<file path="config.mk">
export PLATFORM = sky130hd
export DESIGN_NAME = operand_stage
export DESIGN_NICKNAME = d
export VERILOG_FILES = /design/src/rtl/operand_stage.sv
export SDC_FILE = /design/constraint.sdc
export NUM_CORES = 1
export LEC_CHECK = 0
export ABC_CLOCK_PERIOD_IN_PS = 8970
export CAP_MARGIN = 10
export CORE_MARGIN = 2
export CORE_UTILIZATION = 30
export CTS_CLUSTER_SIZE = 40
export DETAILED_ROUTE_END_ITERATION = 8
export DONT_BUFFER_PORTS = 1
export RECOVER_POWER = 25
export SETUP_SLACK_MARGIN = 0.02
export SLEW_MARGIN = 20
export SYNTH_ARGS = -nofsm -noshare
export SYNTH_HDL_FRONTEND = slang
export SYNTH_SLANG_ARGS = --single-unit
</file>
<file path="constraint.sdc">
create_clock -name clk -period 8.97 [get_ports clk]
set_clock_uncertainty 0.05 [all_clocks]
set_input_delay 1.794 -clock clk [delete_from_list [all_inputs] [get_ports clk]]
set_output_delay 1.794 -clock clk [all_outputs]
set_load 0.02 [all_outputs]
</file>
<file path="src/rtl/operand_stage.sv">
// Decode-to-execute operand register: resolves the three register-file read
// ports (R15 -> PC, write-port bypass), detects load-use hazards and latches
// one operand bundle per cycle with stall, flush and bubble control.
module operand_stage #(
   parameter logic [31:0] PC_OFFSET = 32'd8,
   parameter int unsigned CNT_W     = 16
) (
   input  logic             clk,
   input  logic             rst,
   input  logic             in_valid,
   input  logic [31:0]      in_instr,
   input  logic [31:0]      in_pc,
   input  logic [3:0]       A_addr,
   input  logic [3:0]       B_addr,
   input  logic [3:0]       shift_addr,
   input  logic             use_A,
   input  logic             use_B,
   input  logic             use_shift,
   input  logic [31:0]      A_data,
   input  logic [31:0]      B_data,
   input  logic [31:0]      shift_data,
   input  logic [31:0]      w_data1,
   input  logic [3:0]       w_addr1,
   input  logic             w_en1,
   input  logic [31:0]      w_data2,
   input  logic [3:0]       w_addr2,
   input  logic             w_en2,
   input  logic             ex_load_valid,
   input  logic [3:0]       ex_load_rd,
   input  logic             stall,
   input  logic             flush,
   output logic             hazard,
   output logic             out_valid,
   output logic [31:0]      out_instr,
   output logic [31:0]      out_pc,
   output logic [31:0]      out_A,
   output logic [31:0]      out_B,
   output logic [31:0]      out_shift,
   output logic [3:0]       out_A_addr,
   output logic [3:0]       out_B_addr,
   output logic [3:0]       out_shift_addr,
   output logic [CNT_W-1:0] hazard_cnt
);

   // Operand value as execute must see it: R15 reads the PC, then write
   // port 2 beats write port 1 (a dual write leaves port 2's data), then the file.
   function automatic logic [31:0] resolve(
      input logic [3:0]  addr,
      input logic [31:0] rf_data,
      input logic [31:0] pc_val,
      input logic        en1,
      input logic [3:0]  wa1,
      input logic [31:0] wd1,
      input logic        en2,
      input logic [3:0]  wa2,
      input logic [31:0] wd2
   );
      logic [31:0] v;
      if (addr == 4'd15)             v = pc_val;
      else if (en2 && (wa2 == addr)) v = wd2;
      else if (en1 && (wa1 == addr)) v = wd1;
      else                           v = rf_data;
      return v;
   endfunction

   logic             valid_q, valid_d;
   logic [31:0]      instr_q, instr_d;
   logic [31:0]      pc_q, pc_d;
   logic [31:0]      a_q, a_d;
   logic [31:0]      b_q, b_d;
   logic [31:0]      shift_q, shift_d;
   logic [3:0]       a_addr_q, a_addr_d;
   logic [3:0]       b_addr_q, b_addr_d;
   logic [3:0]       shift_addr_q, shift_addr_d;
   logic [CNT_W-1:0] cnt_q, cnt_d;

   logic [31:0]      pc_val;
   logic [31:0]      a_res, b_res, shift_res;

   // Resolve operands and flag a load-use dependency on any operand actually read
   always_comb begin
      pc_val    = in_pc + PC_OFFSET;
      a_res     = resolve(A_addr, A_data, pc_val, w_en1, w_addr1, w_data1,
                          w_en2, w_addr2, w_data2);
      b_res     = resolve(B_addr, B_data, pc_val, w_en1, w_addr1, w_data1,
                          w_en2, w_addr2, w_data2);
      shift_res = resolve(shift_addr, shift_data, pc_val, w_en1, w_addr1, w_data1,
                          w_en2, w_addr2, w_data2);
      hazard    = in_valid && ex_load_valid &&
                  ((use_A     && (A_addr     == ex_load_rd)) ||
                   (use_B     && (B_addr     == ex_load_rd)) ||
                   (use_shift && (shift_addr == ex_load_rd)));
   end

   // Next-state selection: flush, then stall, then bubble, then capture
   always_comb begin
      valid_d      = valid_q;
      instr_d      = instr_q;
      pc_d         = pc_q;
      a_d          = a_q;
      b_d          = b_q;
      shift_d      = shift_q;
      a_addr_d     = a_addr_q;
      b_addr_d     = b_addr_q;
      shift_addr_d = shift_addr_q;
      cnt_d        = cnt_q;
      if (flush) begin
         valid_d = 1'b0;
      end else if (stall) begin
         valid_d = valid_q;
      end else if (hazard) begin
         valid_d = 1'b0;
         if (cnt_q != '1) cnt_d = cnt_q + CNT_W'(1);
      end else begin
         valid_d      = in_valid;
         instr_d      = in_instr;
         pc_d         = in_pc;
         a_d          = a_res;
         b_d          = b_res;
         shift_d      = shift_res;
         a_addr_d     = A_addr;
         b_addr_d     = B_addr;
         shift_addr_d = shift_addr;
      end
   end

   // Bundle register with asynchronous clear
   always_ff @(posedge clk or posedge rst) begin
      if (rst) begin
         valid_q      <= 1'b0;
         instr_q      <= '0;
         pc_q         <= '0;
         a_q          <= '0;
         b_q          <= '0;
         shift_q      <= '0;
         a_addr_q     <= '0;
         b_addr_q     <= '0;
         shift_addr_q <= '0;
         cnt_q        <= '0;
      end else begin
         valid_q      <= valid_d;
         instr_q      <= instr_d;
         pc_q         <= pc_d;
         a_q          <= a_d;
         b_q          <= b_d;
         shift_q      <= shift_d;
         a_addr_q     <= a_addr_d;
         b_addr_q     <= b_addr_d;
         shift_addr_q <= shift_addr_d;
         cnt_q        <= cnt_d;
      end
   end

   assign out_valid      = valid_q;
   assign out_instr      = instr_q;
   assign out_pc         = pc_q;
   assign out_A          = a_q;
   assign out_B          = b_q;
   assign out_shift      = shift_q;
   assign out_A_addr     = a_addr_q;
   assign out_B_addr     = b_addr_q;
   assign out_shift_addr = shift_addr_q;
   assign hazard_cnt     = cnt_q;

endmodule

</file>
Word-level counts from Yosys, hierarchy flattened
Cells that the tools add are included.
{"block": "word_totals", "regBits": 189, "latchBits": 0, "ram_bits": 0, "romBits": 0, "mem_count": 0}
{"block": "classes", "addsub": 2, "n_mul": 0, "div_mod_pow": 0, "n_lt_le_gt_ge": 0, "n_eq_ne": 14, "shifts": 0, "n_mux": 12, "n_bitwise": 3, "reduce_logical": 15}
{"op": "$mux 32", "count": 9}
{"op": "$eq 4x4->1", "count": 9}
{"op": "$add 32x4->32 const B", "count": 1}
{"op": "$add 16x1->16 const B", "count": 1}
{"op": "$ne 16x16->1 const B", "count": 1}
{"op": "$eq 4x4->1 const B", "count": 3}
{"op": "$logic_and 1x1->1", "count": 11}
{"op": "$reduce_and 4->1", "count": 1}
{"op": "$mux 1", "count": 3}
{"op": "$not 1->1", "count": 3}
{"op": "$reduce_and 3->1", "count": 1}
{"op": "$logic_or 1x1->1", "count": 2}
{"op": "$ne 2x1->1 const B", "count": 1}

Depth between registers and ports, before layout
Gate-level depths: netlist of the first run.
{"block": "depth", "depth_word": 8, "ltp_mapped": 10, "mapped_depth_nobuf": 7}

Worst setup path after synthesis of the first run
OpenSTA, ideal clock, no wires.
{"block": "synth_timing", "kind": "in2out", "startpoint": "input port A_addr[1]", "endpoint": "output port hazard", "arrival_time_ps": 3017, "setup_slack_ps": 4109, "stages": 7, "path_buffers": 2, "cell_sequence": "buf_2 xor2_1 nor3_1 nand3_1 a31o_2 inv_2 clkbuf_1"}
{"block": "synth_via", "elab_chain_cells": 5}
{"element": "from (decl)", "line": "13", "rtl": "input logic [3:0] A_addr,"}
{"element": "$eq 4x4->1", "line": "90", "rtl": "((use_A && (A_addr == ex_load_rd)) ||"}
{"element": "$logic_and 1x1->1", "line": "90"}
{"element": "$logic_or 1x1->1", "line": "90"}
{"element": "$logic_or 1x1->1", "line": "91", "rtl": "(use_B && (B_addr == ex_load_rd)) ||"}
{"element": "$logic_and 1x1->1", "line": "89", "rtl": "hazard = in_valid && ex_load_valid &&"}
{"element": "to (decl)", "line": "32", "rtl": "output logic hazard,"}
No other way between the ends.

==> results of run 1 <==
registers in the layout, indices dropped and copies added (netlist names), 4 cells and up:
signal / flops
out_B: 32
out_B_addr: 4
out_A: 32
out_A_addr: 4
out_instr: 32
out_shift_addr: 4
out_pc: 32
hazard_cnt: 16
out_shift: 32
logic make-up after synthesis:
logic type      Yosys count  share of synthesized area
compound gates          239                      0.147
mux                     216                      0.214
simple gates            207                      0.101
flops                   189                      0.427
buf+inv                 128                     0.0507
xor+xnor                 73                     0.0577
fa+ha+maj                 2                    0.00226
metal layers:
layer	routed length [µm]	part of all wire
met4	1100	0.025
met2	21300	0.48
met1	17900	0.40
met5	0	0
met3	4030	0.091
worst reg2reg max path, cell delays in order (launching register included):
cell     delay (ps)
dfrtp_1         540
and3_1          260
nand3_1         230
o31ai_2         760
nor2_1          170
mux2_2          320
report_power, final:
part | switching [mW] | internal [mW] | leakage [nW]
Clock | 0.381 | 0.473 | 0.302
Combinational | 0.179 | 0.172 | 2.22
Sequential | 0.323 | 0.995 | 2.24
layout by cell type, fill, tap and decap left out, drive strengths merged, types with 5 or more instances in the layout:
master / instances
and3: 25
nand4: 16
xor2: 39
a31oi: 29
mux2: 164
nand2: 19
nand2b: 6
a21oi: 11
nor2: 29
o21ai: 52
xnor2: 34
inv: 40
clkbuf: 17
nand3: 29
dfrtp: 189
o22ai: 40
and4: 8
nor3: 61
mux2i: 52
a221oi: 47
a211oi: 39
buf: 21
nor4: 5
cell type report:
class | instances | area, µm² | area share
diodes | 1 | 2.50 | 0.000207
clock buffers | 17 | 425 | 0.0353
clock inverters | 14 | 208 | 0.0172
inverters | 37 | 140 | 0.0116
multi-input cells | 737 | 5810 | 0.482
flip-flops and latches | 189 | 4730 | 0.392
well taps | 468 | 586 | 0.0486
repair buffers | 21 | 158 | 0.0131
worst min path at each step:
stage,slack (ps),to,cells past startpoint
6_report,590,out_valid,2
5_1_grt,610,out_pc[31],1
4_1_cts,590,out_valid,2
3_5_place_dp,580,out_valid,2
3_3_place_gp,580,out_shift[5],1
2_1_floorplan,540,hazard_cnt[5],1
==> summary.txt, run 1 <==
Status
  • Run status: finished with violations
  • Failing checks: capacitance limit, slew limit

STA
  • Fmax: 179 MHz
  • Final Hold Viols: 0
  • Min Hold Slack: 589 ps
  • Setup ws final: ~3400 ps
  • Endpoints failing setup: 0
  • Fin crit share: 0.622
  • Max-slew headroom: -2.54
  • Final Critical Period: 5580 ps
  • Worst-Margin Slew: around 5300 ps
  • RSZ-0062 raised after global routing: no
  • Fin Setup TNS: 0 ps
  • Max-slew violations: approximately 120

Floorplan
  • Initial cell density of the core: 0.303
  • Die width: 196 µm
  • Num rows: 70
  • I/O pin cnt: 449
  • Die Ht: 196 µm
  • Core ar.: 0.0365 mm²
  • Die Footprint: 0.0385 mm²

Synthesis
  • Synth unique cells: 51
  • Mean Syn Cell Area: 10.5 µm²
  • Post-synth top area share: 0.427
  • Register area share after synthesis: 0.427
  • Ys Warns: 0
  • Post-synth EDFFs: 0
  • Area leader, netlist: dfrtp_1
  • Syn nets: 1,315
  • Post-synthesis instance total: 1,054
  • Top FF cell, synth: dfrtp_1
  • Most frequent cell after synthesis: dfrtp_1
  • Synth area leaders: dfrtp_1 43%, mux2_2 10%, mux2_1 6.6%
  • Post-synth ARST share: 1.00
  • Leading cell types by count after synthesis: 189 x dfrtp_1, 99 x mux2_2, 65 x mux2_1
  • Syn Std Cell Area: 0.0111 mm²
  • Number of synthesized register bits: 189

Route
  • Drc violations: 0
  • Post-route ant nets: 0
  • Final WL: 44,300 µm
  • Total number of vias: 8,953
  • Router iterations before antenna repair: 7
  • Via/cell ratio: 6.03
  • WL/cell: approximately 30 µm
  • Initial DRC count: 614

Global route
  • GR Layer Usage met3: 0.0796
  • Met1 usage: 0.277
  • GR peak layer: met2
  • GRT met2 Usage: 0.370
  • GRT Total Usage: 0.226
  • Vias in the first global route: 9,109
  • Largest net degree at the start of global routing: 116
  • Initial antenna violation count: 1
  • First-pass GRT wire length: 63,300 µm
  • Overflow after GRT: 0

CTS
  • Post-CTS sizing: 0
  • H-tree depth: 4
  • CTS tree: built
  • Clock buffer count from CTS: 17
  • Root Driver: clkbuf_16
  • CTS Buffer Depth: 2
  • Clk slew on worst S/H paths: around 70 ps
  • Worst skew pair latency: 450 ps
  • TritonCTS Sinks: approximately 190
  • Post-CTS Setup Bufs: 0
  • Post-CTS Hold Fix Bufs: 0

Placement
  • Area post-placement: 0.0114 mm²
  • Pre-CTS setup slack: 4150 ps
  • Port bufs: 0
  • Cells after DPL: 1,452
  • Detail Placement HPWL: around 33,000 µm
  • GPL Wtd Cong: 0.891

Cells and area
  • Post-layout util: 0.330
  • P&R area growth vs syn: 8.89%
  • Layout Nets: 1,264
  • Fin cells: about 1.5k
  • # fillers: 3,666
  • Fin area: 0.0121 mm²
  • Layout cells sized above 1: 0.167

Pwr
  • Power Density: 209 mW/mm²
  • Worst VDD drop: 0.134 mV
  • Design Power: 2.52 mW
  • Static Leak: 4.76 nW

Setup path
  • Critical path depth: 2
  • Critical Path Max Stage Delay: 2900 ps
  • CP max stage cell: clkinvlp_2
  • R2r startpoint: hazard_cnt[4]
  • Critical Path Fanout Max: 115
  • Critical path startpoint category: primary input
  • Crit path to: out_pc[2]
  • Critical path buffers and inverters: 2
  • Crit path DAT: 5970 ps
  • R2R Setup Slk: 6540 ps
  • Crit path kind: in -> async
  • Critical Path RT: 9360 ps
  • Reg2reg end: hazard_cnt[1]
  • CP startpoint: rst
  • Worst path cell trace: clkinvlp_2 -> buf_4
  • Crit-path leading delay family: buffers and inverters
  • R2R cell count: 5
  • CP endpoint kind: asynchronous set/reset pin

Run
  • Max Cap Viol: 1

Worst hold path
  • Hold Path Class: reg -> reg
  • Hold Crit Start: out_valid
No activity file was read; power rests on OpenSTA's default activity.
==> run 2, diff against run 1 <==
--- a/config.mk
+++ b/config.mk
@@ -5,7 +5,7 @@
 export SDC_FILE = /design/constraint.sdc
 export NUM_CORES = 1
 export LEC_CHECK = 0
-export ABC_CLOCK_PERIOD_IN_PS = 8970
+export ABC_CLOCK_PERIOD_IN_PS = 4700
 export CAP_MARGIN = 10
 export CORE_MARGIN = 2
 export CORE_UTILIZATION = 30
==> constraint.sdc (replaced) <==
create_clock -name clk -period 4.7 [get_ports clk]
set_clock_uncertainty 0.05 [all_clocks]
set_input_delay 0.94 -clock clk [delete_from_list [all_inputs] [get_ports clk]]
set_output_delay 0.94 -clock clk [all_outputs]
set_load 0.02 [all_outputs]
==> run 2 against run 1 <==
- the run still ends with capacitance limit, slew limit left
- non-clock buffer count up 4
- combinational power up 94%
- utilization up 0.17 points
- sequential power up 90%
- design area up 0.53%
- routed wire length up 1.0%
- power up 91%
- via count up 1.1%
- final cell count up 0.34%
- count of clock-buffer cells in the layout up 2
- first-iteration DRC count up 18%
- setup slack worse by 1900 ps
- largest power group unchanged
- highest routed layer unchanged
==> summary.txt, run 2 (synthesis results as in run 1) <==
Route
  • Via/cell ratio: 6.08
  • Post-route ant nets: 0
  • Initial DRC count: around 720
  • Router iterations before antenna repair: 5
  • WL/cell: approximately 30 µm
  • Final WL: around 45,000 µm
  • Drc violations: 0
  • Total number of vias: approximately 9.1k

Setup path
  • Reg2reg end: hazard_cnt[15]
  • R2R Setup Slk: between 2000 and 2500 ps
  • CP max stage cell: and3_2
  • R2r startpoint: hazard_cnt[3]
  • Critical path depth: 8
  • Crit path kind: in -> reg
  • Cell mode on critical path: buf_4
  • R2R cell count: 6
  • CP endpoint kind: register
  • Critical Path Max Stage Delay: 820 ps
  • Critical path buffers and inverters: 3
  • Crit-path leading delay family: simple AND/OR/NAND/NOR gates
  • Critical Path Fanout Max: 25
  • Critical Path RT: 4980 ps
  • Worst path cell trace: inv_2 -> a222oi_1 -> buf_4 -> and3_2 -> buf_4 -> mux2i_1 -> a221oi_1 -> mux2_2
  • Crit path DAT: 3510 ps
  • Critical path startpoint category: primary input

Cells and area
  • # fillers: 3,696
  • P&R area growth vs syn: 9.47%
  • Commonest cells after routing, fill and taps aside: 189 x dfrtp_1, 99 x mux2_2, 65 x mux2_1
  • Layout cells sized above 1: 0.172
  • Fin cells: 1,489
  • Most common cell after layout, fill and taps aside: dfrtp_1
  • Layout Nets: 1,268

STA
  • Fin Setup TNS: 0 ps
  • Final Critical Period: 3230 ps
  • Fin crit share: 0.687
  • Max-slew headroom: -0.142
  • Max-slew violations: 67
  • RSZ-0062 raised after global routing: no
  • Final Hold Viols: 0
  • Endpoints failing setup: 0
  • Fmax: around 310 MHz
  • Worst-Margin Slew: 1710 ps

Status
  • Failing checks: capacitance limit, slew limit
  • Run status: finished with violations

Global route
  • First-pass GRT wire length: 64,400 µm
  • Initial antenna violation count: 1
  • Largest net degree at the start of global routing: 128
  • Overflow after GRT: 0
  • Vias in the first global route: 9,161
  • GRT Total Usage: 0.229

CTS
  • CTS tree: built
  • TritonCTS Sinks: 189
  • CTS Buffer Depth: 2
  • Post-CTS Setup Bufs: 0
  • H-tree depth: 4
  • Worst skew pair latency: 450 ps
  • Root Driver: clkbuf_16
  • Clock buffer count from CTS: 17
  • Post-CTS sizing: 0
  • Clk slew on worst S/H paths: 80 ps
  • Post-CTS Hold Fix Bufs: 0

Worst hold path
  • Hold Path Class: in -> async

Placement
  • Cells after DPL: ~1.5k
  • Detail Placement HPWL: 32,900 µm
  • Port bufs: 0
  • GPL Wtd Cong: 0.898

Floorplan
  • Die Ht: 196 µm
  • Num rows: 70
  • Core ar.: approximately 0.037 mm²
  • Die width: 196 µm
  • Initial cell density of the core: 0.303
  • Die Footprint: 0.0385 mm²
  • I/O pin cnt: between 400 and 500

Run
  • Max Cap Viol: 1

Pwr
  • Static Leak: between 4 and 5 nW
  • Worst VDD drop: 0.253 mV
  • Power Density: 398 mW/mm²
-- run 2: cell count changes in the layout (fill, tap and decap cells not counted), sizes merged --
cell / delta
buf: +3
inv: -1
clkinvlp: -2
clkinv: +2
clkbuf: +3
-- run 2: through the flow --
stage	util	instance area, µm²	hold WS, ps	total power, mW	setup WS (ps)
2_1_floorplan	-	11100	543	2.95	1280
3_3_place_gp	0.314	11500	570	3.20	1090
6_report	0.332	12100	485	4.83	1470
4_1_cts	0.332	12100	461	4.89	1560
5_1_grt	0.332	12100	468	5.03	1380
3_5_place_dp	0.314	11500	578	3.23	1090
-- run 2: worst max-delay path by stage --
stage / start / slack, ps / end
after floorplan: rst / 1280 / hazard_cnt[0]
after global placement: w_addr1[0] / 1090 / out_B[19]
after detailed placement: w_addr1[0] / 1090 / out_B[19]
after CTS: B_addr[3] / 1560 / hazard
after global routing: A_addr[1] / 1380 / hazard
final: w_addr1[0] / 1470 / out_B[5]
-- run 2: layout make-up --
class	count	area (µm²)	area share
Antenna cell	1	2.50	0.000206
Clock inverter	13	204	0.0168
Clock buffer	19	443	0.0365
Sequential cell	189	4730	0.390
Tap cell	468	586	0.0483
Inverter	37	140	0.0116
Multi-Input combinational cell	737	5810	0.479
Timing Repair Buffer	25	210	0.0173
-- run 2: report_power, final --
group / leakage, nW / switching (mW) / internal [mW]
clock: 0.313 / 0.720 / 0.921
combinational: 2.25 / 0.349 / 0.333
sequential: 2.24 / 0.608 / 1.90
-- run 2: worst register-to-register path: cells and delay by family, from the launching register on --
family	cells	cell delay (ps)
AOI/OAI and AO/OA	1	750
xor gates and xnor gates	1	120
buffers and inverters	1	200
DFF	1	550
and+or+nand+nor	3	650
-- run 2: per-layer routing --
metal | share of wire | vias to the layer above | routed length [µm] | GRT usage
met5 | 0 | - | 0 | 0
met4 | 0.031 | 0 | 1390 | 0.0898
met3 | 0.093 | 67 | 4160 | 0.0820
met2 | 0.47 | 515 | 21100 | 0.363
met1 | 0.41 | 4602 | 18200 | 0.285
li1 | - | 3871 | - | -
==> run 3, diff against run 2 <==
--- a/config.mk
+++ b/config.mk
@@ -5,7 +5,7 @@
 export SDC_FILE = /design/constraint.sdc
 export NUM_CORES = 1
 export LEC_CHECK = 0
-export ABC_CLOCK_PERIOD_IN_PS = 4700
+export ABC_CLOCK_PERIOD_IN_PS = 2860
 export CAP_MARGIN = 10
 export CORE_MARGIN = 2
 export CORE_UTILIZATION = 30
==> constraint.sdc (replaced) <==
create_clock -name clk -period 2.86 [get_ports clk]
set_clock_uncertainty 0.05 [all_clocks]
set_input_delay 0.572 -clock clk [delete_from_list [all_inputs] [get_ports clk]]
set_output_delay 0.572 -clock clk [all_outputs]
set_load 0.02 [all_outputs]
==> run 3 against run 2 <==
- the run now ends clean
- clock power increased by 50%
- critical endpoint is now hazard
- final cell count is 1.3% higher
- largest power group unchanged
- design area is 0.93% higher
- die area unchanged
- register-to-register slack worse by 1500 ps
- count of clock-buffer cells in the layout down 1
- global-route usage is essentially flat
- sequential share of layout area fell by 0.36 points
- hold slack got worse by 370 ps
- critical path depth fell by 2
- critical path type is now in -> out
==> summary.txt, run 3 (synthesis results as in run 1) <==
Status
  • Run status: finished clean

STA
  • Setup ws final: between 400 and 500 ps
  • Final Critical Period: 2430 ps
  • Fmax: between 400 and 500 MHz
  • Min Hold Slack: 118 ps
  • RSZ-0062 raised after global routing: no
  • Max-slew headroom: 0.195
  • Endpoints failing setup: 0
  • Final Hold Viols: 0
  • Worst-Margin Slew: 1210 ps
  • Max-slew violations: 0
  • Fin crit share: 0.850

Setup path
  • Critical path startpoint category: primary input
  • Critical Path Fanout Max: 11
  • Worst path cell trace: xor2_1 -> nor3_1 -> nand3_1 -> a31o_1 -> inv_2 -> buf_4
  • Crit-path leading delay family: compound AO/OA/AOI/OAI gates
  • Critical Path RT: 2240 ps
  • CP max stage cell: a31o_1
  • Crit path kind: in -> out
  • Critical path buffers and inverters: 2
  • CP endpoint kind: output port
  • Crit path DAT: about 1800 ps
  • Critical Path Max Stage Delay: 390 ps

CTS
  • CTS tree: built
  • H-tree depth: 4
  • Root Driver: clkbuf_16
  • Clk slew on worst S/H paths: 70 ps
  • TritonCTS Sinks: 189
  • Clock buffer count from CTS: 17
  • Worst skew pair latency: between 400 and 500 ps
  • Post-CTS sizing: 0
  • CTS Buffer Depth: 2

Pwr
  • Power Density: 631 mW/mm²
  • Clk pwr share: 0.318
  • Static Leak: 4.88 nW
  • Switch share: 0.356
  • Switching power: 2.75 mW
  • Gate power share: 0.148
  • Worst VDD drop: ~0.49 mV
  • Internal Power: 4.98 mW
  • Sequential power share: 0.533

Global route
  • Initial antenna violation count: 4
  • Largest net degree at the start of global routing: 92
  • Vias in the first global route: 9,125
  • GRT met2 Usage: 0.377
  • GRT Total Usage: 0.229
  • Overflow after GRT: 0
  • GR Layer Usage met3: 0.0798
  • Met1 usage: 0.282
  • First-pass GRT wire length: 64,100 µm
  • GR peak layer: met2

Floorplan
  • I/O pin cnt: 449
  • Die width: 196 µm
  • Initial cell density of the core: 0.303
  • Die Ht: 196 µm
  • Core ar.: 0.0365 mm²
  • Die Footprint: 0.0385 mm²
  • Num rows: 70

Route
  • Initial DRC count: 740
  • Total number of vias: 9,202
  • Via/cell ratio: 6.10
  • Post-route ant nets: 0
  • WL/cell: 30.0 µm
  • Final WL: 45,300 µm
  • Router iterations before antenna repair: 7
  • Drc violations: 0

Cells and area
  • Fin cells: ~1.5k
  • P&R area growth vs syn: 10.5%
  • Layout cells sized above 1: 0.184
  • # fillers: roughly 3.7k
  • Layout Nets: 1,289
  • Commonest cells after routing, fill and taps aside: 189 x dfrtp_1, 99 x mux2_2, 65 x mux2_1
  • FF+latch area: 0.00473 mm²
  • Most common cell after layout, fill and taps aside: dfrtp_1
  • Multi-input gate area: 0.00580 mm²

Placement
  • Cells after DPL: 1,476
  • Pre-CTS setup slack: 189 ps
  • Port bufs: 0
  • Detail Placement HPWL: 33,500 µm
  • GPL Wtd Cong: 0.883

Worst hold path
  • Hold Path Class: in -> reg

Run
  • Max Cap Viol: 0
## run 3: worst reg2reg max path: cells and delay by family, from the launching register on
kind / cells / cell delay, ps
compound gates: 1 / 290
buf+inv: 1 / 220
flops: 1 / 600
simple gates: 3 / 540
mux: 1 / 270
## run 3: final timing paths
| check | startpoint | end | slack [ps] | cells after the start |
|---|---|---|---|---|
| setup / recovery | B_addr[3] | hazard | 430 | 6 |
| min in group asynchronous | rst | out_shift_addr[3] | 550 | 2 |
| hold reg to reg | out_pc[4] | out_pc[4] | 590 | 1 |
| max in group asynchronous | rst | out_instr[7] | 690 | 3 |
| hold / removal | flush | out_valid | 120 | 1 |
| setup reg to reg | hazard_cnt[6] | hazard_cnt[1] | 790 | 6 |
## run 3: final cells by class
cell class | count | area share
antenna | 1 | 0.000204
clock buffer | 18 | 0.0351
clock inverter | 12 | 0.0115
inverter | 37 | 0.0115
multi-input combinational | 737 | 0.474
sequential | 189 | 0.387
tap | 468 | 0.0479
timing repair buffer | 46 | 0.0331
## run 3: repair_timing
action / in CTS / in global routing
buffers inserted: 0 / 0
endpoints found under the setup margin: 0 / 0
hold endpoints to repair: 7 / 0
hold buffers: 1 / 0
## run 3: per-layer routing
layer | part of all wire | wire length (µm)
met5 | 0.00022 | 10
met4 | 0.026 | 1170
met3 | 0.097 | 4410
met2 | 0.48 | 21500
met1 | 0.40 | 18200
## run 3: power by group through the flow
stage	clock network (mW)	logic [mW]	registers, mW
6_report	2.46	1.15	4.12
5_1_grt	2.63	1.25	4.17
4_1_cts	2.54	1.16	4.13
3_5_place_dp	0	1.16	4.18
3_3_place_gp	0	1.12	4.18
2_1_floorplan	0	0.886	3.97
## run 3: metrics by stage
stage | utilization | instance area [µm²] | TNS (ps) | total power [mW]
floorplan | - | 11100 | -37130 | 4.85
global placement | 0.320 | 11700 | 0 | 5.30
detailed placement | 0.320 | 11700 | 0 | 5.34
CTS | 0.336 | 12300 | 0 | 7.83
global route | 0.335 | 12200 | 0 | 8.05
finish | 0.335 | 12200 | 0 | 7.73
